<file path="src/rtl/cpu_pkg.sv">
// Shared CPU definitions: instruction field widths, the NOP/halt fill word
// and the program loader state encoding.
package cpu_pkg;

  localparam int CPU_OP_SIZE  = 4;
  localparam int CPU_ARG_SIZE = 3;
  localparam int CPU_ARG_NUM  = 2;
  localparam int CPU_INSTR_W  = CPU_OP_SIZE + CPU_ARG_NUM * CPU_ARG_SIZE;

  // Opcode 0 with zero arguments doubles as NOP and halt for the CPU FSM.
  localparam logic [CPU_OP_SIZE-1:0] OP_NOP   = '0;
  localparam logic [CPU_INSTR_W-1:0] NOP_WORD = {OP_NOP, {(CPU_ARG_NUM * CPU_ARG_SIZE){1'b0}}};

  typedef enum logic [2:0] {
    ST_IDLE,
    ST_LOAD,
    ST_DRAIN,
    ST_FILL,
    ST_DONE
  } loader_state_t;

endpackage

</file>
<file path="src/rtl/loader_wr_port.sv">
// Registered write stage of the program loader: owns the store pointer and
// drives the instruction store one cycle after a write request.
module loader_wr_port
  import cpu_pkg::*;
#(
  parameter int W      = CPU_INSTR_W,
  parameter int ADDR_W = 4
) (
  input  logic              clk,
  input  logic              rst,
  input  logic              clear,
  input  logic              wr_en,
  input  logic [W-1:0]      wr_data,
  output logic [ADDR_W-1:0] ptr,
  output logic              mem_we,
  output logic [ADDR_W-1:0] mem_addr,
  output logic [W-1:0]      mem_wdata
);

  // Address and data hold their last value between writes; only mem_we qualifies them.
  always_ff @(posedge clk) begin
    if (rst) begin
      ptr       <= '0;
      mem_we    <= 1'b0;
      mem_addr  <= '0;
      mem_wdata <= '0;
    end else begin
      mem_we <= wr_en;
      if (wr_en) begin
        mem_addr  <= ptr;
        mem_wdata <= wr_data;
        ptr       <= ptr + ADDR_W'(1);
      end else if (clear) begin
        ptr <= '0;
      end
    end
  end

endmodule

</file>
<file path="src/rtl/program_loader.sv">
// Streams a program into the instruction store, pads the tail with the fill
// word and keeps the CPU held in reset until the store is complete.
module program_loader
  import cpu_pkg::*;
#(
  parameter int OP_SIZE  = CPU_OP_SIZE,
  parameter int ARG_SIZE = CPU_ARG_SIZE,
  parameter int ARG_NUM  = CPU_ARG_NUM,
  parameter int DEPTH    = 16,
  parameter int ADDR_W   = 4,
  localparam int W       = OP_SIZE + ARG_NUM * ARG_SIZE,
  parameter logic [W-1:0] FILL_WORD = NOP_WORD
) (
  input  logic              clk,
  input  logic              rst,
  input  logic              start,
  input  logic              in_valid,
  input  logic [W-1:0]      in_data,
  input  logic              in_last,
  output logic              in_ready,
  output logic              mem_we,
  output logic [ADDR_W-1:0] mem_addr,
  output logic [W-1:0]      mem_wdata,
  output logic              busy,
  output logic              load_done,
  output logic              overflow,
  output logic [ADDR_W:0]   word_count,
  output logic              cpu_hold
);

  localparam logic [ADDR_W-1:0] LAST_ADDR  = ADDR_W'(DEPTH - 1);
  localparam logic [ADDR_W:0]   FULL_COUNT = (ADDR_W + 1)'(DEPTH);

  loader_state_t     state;
  loader_state_t     state_next;
  logic [ADDR_W-1:0] ptr;
  logic              accept;
  logic              wr_en;
  logic [W-1:0]      wr_data;
  logic              clear_ptr;
  logic              count_up;
  logic              set_ovf;

  assign in_ready = (state == ST_LOAD) || (state == ST_DRAIN);
  assign accept   = in_valid && in_ready;

  always_comb begin
    state_next = state;
    wr_en      = 1'b0;
    wr_data    = in_data;
    clear_ptr  = 1'b0;
    count_up   = 1'b0;
    set_ovf    = 1'b0;
    case (state)
      ST_IDLE, ST_DONE: begin
        if (start) begin
          state_next = ST_LOAD;
          clear_ptr  = 1'b1;
        end
      end
      ST_LOAD: begin
        if (accept) begin
          wr_en    = 1'b1;
          count_up = 1'b1;
          if (in_last) begin
            state_next = (ptr == LAST_ADDR) ? ST_DONE : ST_FILL;
          end else if (ptr == LAST_ADDR) begin
            // Store is full but the program continues: swallow the rest.
            state_next = ST_DRAIN;
            set_ovf    = 1'b1;
          end
        end
      end
      ST_DRAIN: begin
        if (accept && in_last) begin
          state_next = ST_DONE;
        end
      end
      ST_FILL: begin
        wr_en   = 1'b1;
        wr_data = FILL_WORD;
        if (ptr == LAST_ADDR) begin
          state_next = ST_DONE;
        end
      end
      default: state_next = ST_IDLE;
    endcase
  end

  always_ff @(posedge clk) begin
    if (rst) begin
      state <= ST_IDLE;
    end else begin
      state <= state_next;
    end
  end

  // Status flags are registered from the next state so they line up with state.
  always_ff @(posedge clk) begin
    if (rst) begin
      busy       <= 1'b0;
      load_done  <= 1'b0;
      cpu_hold   <= 1'b1;
      overflow   <= 1'b0;
      word_count <= '0;
    end else begin
      busy      <= (state_next == ST_LOAD) || (state_next == ST_DRAIN) || (state_next == ST_FILL);
      load_done <= (state_next == ST_DONE);
      cpu_hold  <= (state_next != ST_DONE);
      if (clear_ptr) begin
        overflow   <= 1'b0;
        word_count <= '0;
      end else begin
        if (set_ovf) begin
          overflow <= 1'b1;
        end
        if (count_up && (word_count != FULL_COUNT)) begin
          word_count <= word_count + (ADDR_W + 1)'(1);
        end
      end
    end
  end

  loader_wr_port #(
    .W      (W),
    .ADDR_W (ADDR_W)
  ) u_wr_port (
    .clk       (clk),
    .rst       (rst),
    .clear     (clear_ptr),
    .wr_en     (wr_en),
    .wr_data   (wr_data),
    .ptr       (ptr),
    .mem_we    (mem_we),
    .mem_addr  (mem_addr),
    .mem_wdata (mem_wdata)
  );

endmodule

</file>
<file path="config.mk">
export PLATFORM = sky130hd
export DESIGN_NAME = program_loader
export DESIGN_NICKNAME = d
export VERILOG_FILES = /design/src/rtl/cpu_pkg.sv /design/src/rtl/loader_wr_port.sv /design/src/rtl/program_loader.sv
export SDC_FILE = /design/constraint.sdc
export NUM_CORES = 1
export LEC_CHECK = 0
export CAP_MARGIN = 10
export CORE_AREA = 2 2 58 60
export CTS_BUF_LIST = sky130_fd_sc_hd__clkbuf_16
export CTS_CLUSTER_SIZE = 16
export DETAILED_ROUTE_END_ITERATION = 8
export DIE_AREA = 0 0 60 62
export GPL_TIMING_DRIVEN = 1
export PLACE_DENSITY = 0.74
export SLEW_MARGIN = 10
export SYNTH_ARGS = -nofsm -noshare
export SYNTH_HDL_FRONTEND = slang
export SYNTH_SLANG_ARGS = --single-unit
</file>
<file path="constraint.sdc">
create_clock -name clk -period 3.3 [get_ports clk]
set_input_delay 0.33 -clock clk [delete_from_list [all_inputs] [get_ports clk]]
set_output_delay 0.33 -clock clk [all_outputs]
set_load 0.05 [all_outputs]
</file>
==> run_results.csv <==
group,metric,value,unit
pwr,p_leak,0.681,nW
layout,final_common_cell,"clkdlybuf4s50_1",
synthesis,synth_fp_nets,162,
timing,hold_violations,0,
layout,diodes,0,
floorplan,die-area,3720,µm²
layout,final_util,0.583,
floorplan,io_pins,40,
pwr,finalPower,0.000952,W
synthesis,synthCells,144,
timing,fin_skew,0.00346,ns
place,port-buffer-count,39,
clock_tree,cts.sinks,31,
place,postPlaceCellArea,1720,µm²
timing,finalSetupTns,0,ns
place,dp_hpwl,2.02,mm
layout,layout_common_cells,"clkdlybuf4s50_1 (39), dfxtp_1 (31), nor2_1 (25)",
timing,setup_viol,0,
route,drt_pass1_iterations,4,
critical_path,worstSetupPathType,"flop to primary output",
pwr,power_density,514,nW/µm²
synthesis,avgSynthCellArea,9.14,µm²
floorplan,die-height,62,µm
clock_tree,clk_pin_slew,0.05,ns
global_routing,grt_max_degree,27,
clock_tree,insertion_delay,0.27,ns
route,drc_errors,0,
layout,drive_gt1_frac,0.0659,
clock_tree,ctsResizeCount,0,
place,place_ws,1.32,ns
job,drv_cap,0,
synthesis,yosysSeqAreaShare,0.471,
layout,final_nets,199,
layout,syn2layout_area_growth,40.9,%
global_routing,grt_pass1_wl,4.57,mm
critical_path,cp.arrival,1.87,ns
critical_path,r2r_slack,1.56,ns
global_routing,grt_overflow,0,
layout,fillers,286,
timing,max_freq,456,MHz
layout,finalInstanceArea,1850,µm²
clock_tree,cts_max_path_buffers,2,
critical_path,endpoint_kind,"primary output",
synthesis,netlist_area,1320,µm²
timing,setup_slack,1.10,ns
critical_path,start_kind,"flop",
synthesis,ys_ff_latch,31,
critical_path,worstPathRequired,2.97,ns
global_routing,antenna_found_initial,0,
global_routing,grt_util_all_layers,0.169,
timing,min_period,2.20,ns
clock_tree,numCtsBuffers,5,
clock_tree,cts_max_level,2,
timing,slew_headroom,0.430,
floorplan,rows,21,
clock_tree,ctsHoldBuffers,0,
route,vias,1145,
floorplan,core,3180,µm²
clock_tree,post-cts-setup-buffers,0,
route,drtIter0Drc,18,
pwr,irDropWorstVdd,0.326,mV
run_status,status,"completed",
worst_hold_path,min_path_type,"flop to flop",
synthesis,netlist-cell-type-count,38,
global_routing,grt_pass1_vias,1042,
clock_tree,root_buffer,"clkbuf_16",
synthesis,synth_warnings,0,
timing,tightest_slew,0.853,ns
floorplan,die_w,60,µm
route,post_drt_wl_per_cell,12.3,µm
floorplan,initial_core_util,0.414,
timing,report.final.slew_viol_count,0,
route,drt-total-wl,2.80,mm
critical_path,crit_fanout,11,
timing,fin_crit_sh,0.665,
clock_tree,cts_tree,"built",
route,vias_per_cell,5.02,
timing,grt_setup_unrepaired,"false",
route,ant_nets,0,
place,place.gp.congestion,0.864,
==> final timing paths <==
check | from | cells after the start | endpoint
max | state[0] | 3 | in_ready
min | u_wr_port.mem_addr[0] | 2 | u_wr_port.mem_addr[0]
max reg2reg | state[0] | 4 | u_wr_port.mem_wdata[6]
min reg2reg | u_wr_port.mem_addr[0] | 2 | u_wr_port.mem_addr[0]
==> layout make-up <==
class | count | area, µm² | share of cell area
clock inverters | 3 | 11.3 | 0.00607
repair buffers | 39 | 390 | 0.211
inverters | 4 | 15.0 | 0.00810
clock buffers | 5 | 125 | 0.0675
multi-input cells | 100 | 634 | 0.342
well taps | 46 | 57.6 | 0.0310
flip-flops and latches | 31 | 621 | 0.335
==> state kept, by name (all words and copies together) (netlist names), 3 cells and up <==
register / flops
u_wr_port.mem_addr: 4
state: 3
u_wr_port.ptr: 4
word_count: 5
u_wr_port.mem_wdata: 10
==> layer usage <==
layer,global-route usage,wire length [µm],vias to the layer above,part of all wire
li1,-,-,578,-
met1,0.193,1250,539,0.45
met4,0.0825,51,0,0.018
met5,0,0,-,0
met3,0.0704,111,7,0.040
met2,0.275,1390,21,0.50
==> stage by stage <==
stage	std cells	hold slack, ns
global route	228	0.487
floorplan	144	0.478
detailed placement	220	0.449
CTS	228	0.456
finish	228	0.454
global placement	220	0.449
==> power breakdown <==
group          internal, W  leakage, nW  switching (W)
Combinational    0.0000551        0.360      0.0000784
Clock             0.000270       0.0701       0.000148
Sequential        0.000387        0.252      0.0000131
Total             0.000712        0.681       0.000240
==> cell families after synthesis <==
kind of cell / after synthesis / synth area share
flip-flops: 31 / 0.471
AND/OR/NAND/NOR: 56 / 0.210
buffers and inverters: 13 / 0.0466
AO/OA/AOI/OAI: 33 / 0.186
XOR/XNOR: 4 / 0.0266
adder cells (fa/ha/maj): 3 / 0.0285
multiplexers: 4 / 0.0304
==> synthesized netlist by cell type, drive strengths merged <==
cell type / instances / area, µm²
a211oi: 2 / 20.0
a21oi: 11 / 58.8
a22oi: 11 / 82.6
a2bb2oi: 2 / 17.5
a311oi: 1 / 8.76
a31oi: 1 / 6.26
a41oi: 1 / 16.3
and2: 1 / 6.26
and2b: 1 / 7.51
and4bb: 1 / 12.5
buf: 5 / 30.0
clkbuf: 4 / 16.3
dfxtp: 31 / 621
ha: 3 / 37.5
inv: 4 / 15.0
mux2i: 4 / 40.0
nand2: 11 / 41.3
nand3: 2 / 10.0
nand4: 5 / 31.3
nand4b: 1 / 8.76
nor2: 25 / 93.8
nor2b: 2 / 15.0
nor3b: 2 / 15.0
nor4bb: 1 / 10.0
o211ai: 1 / 7.51
o21ba: 2 / 20.0
o21bai: 1 / 7.51
or2: 3 / 18.8
or3: 1 / 6.26
xnor2: 2 / 17.5
xor2: 2 / 17.5
==> worst max-delay path, stage by stage, from the launching register on <==
cell and delay (ns):
dfxtp_1 0.56, xnor2_1 0.12, nor2_1 0.10, clkdlybuf4s50_1 0.80
Power figures use the tool's default switching activity.
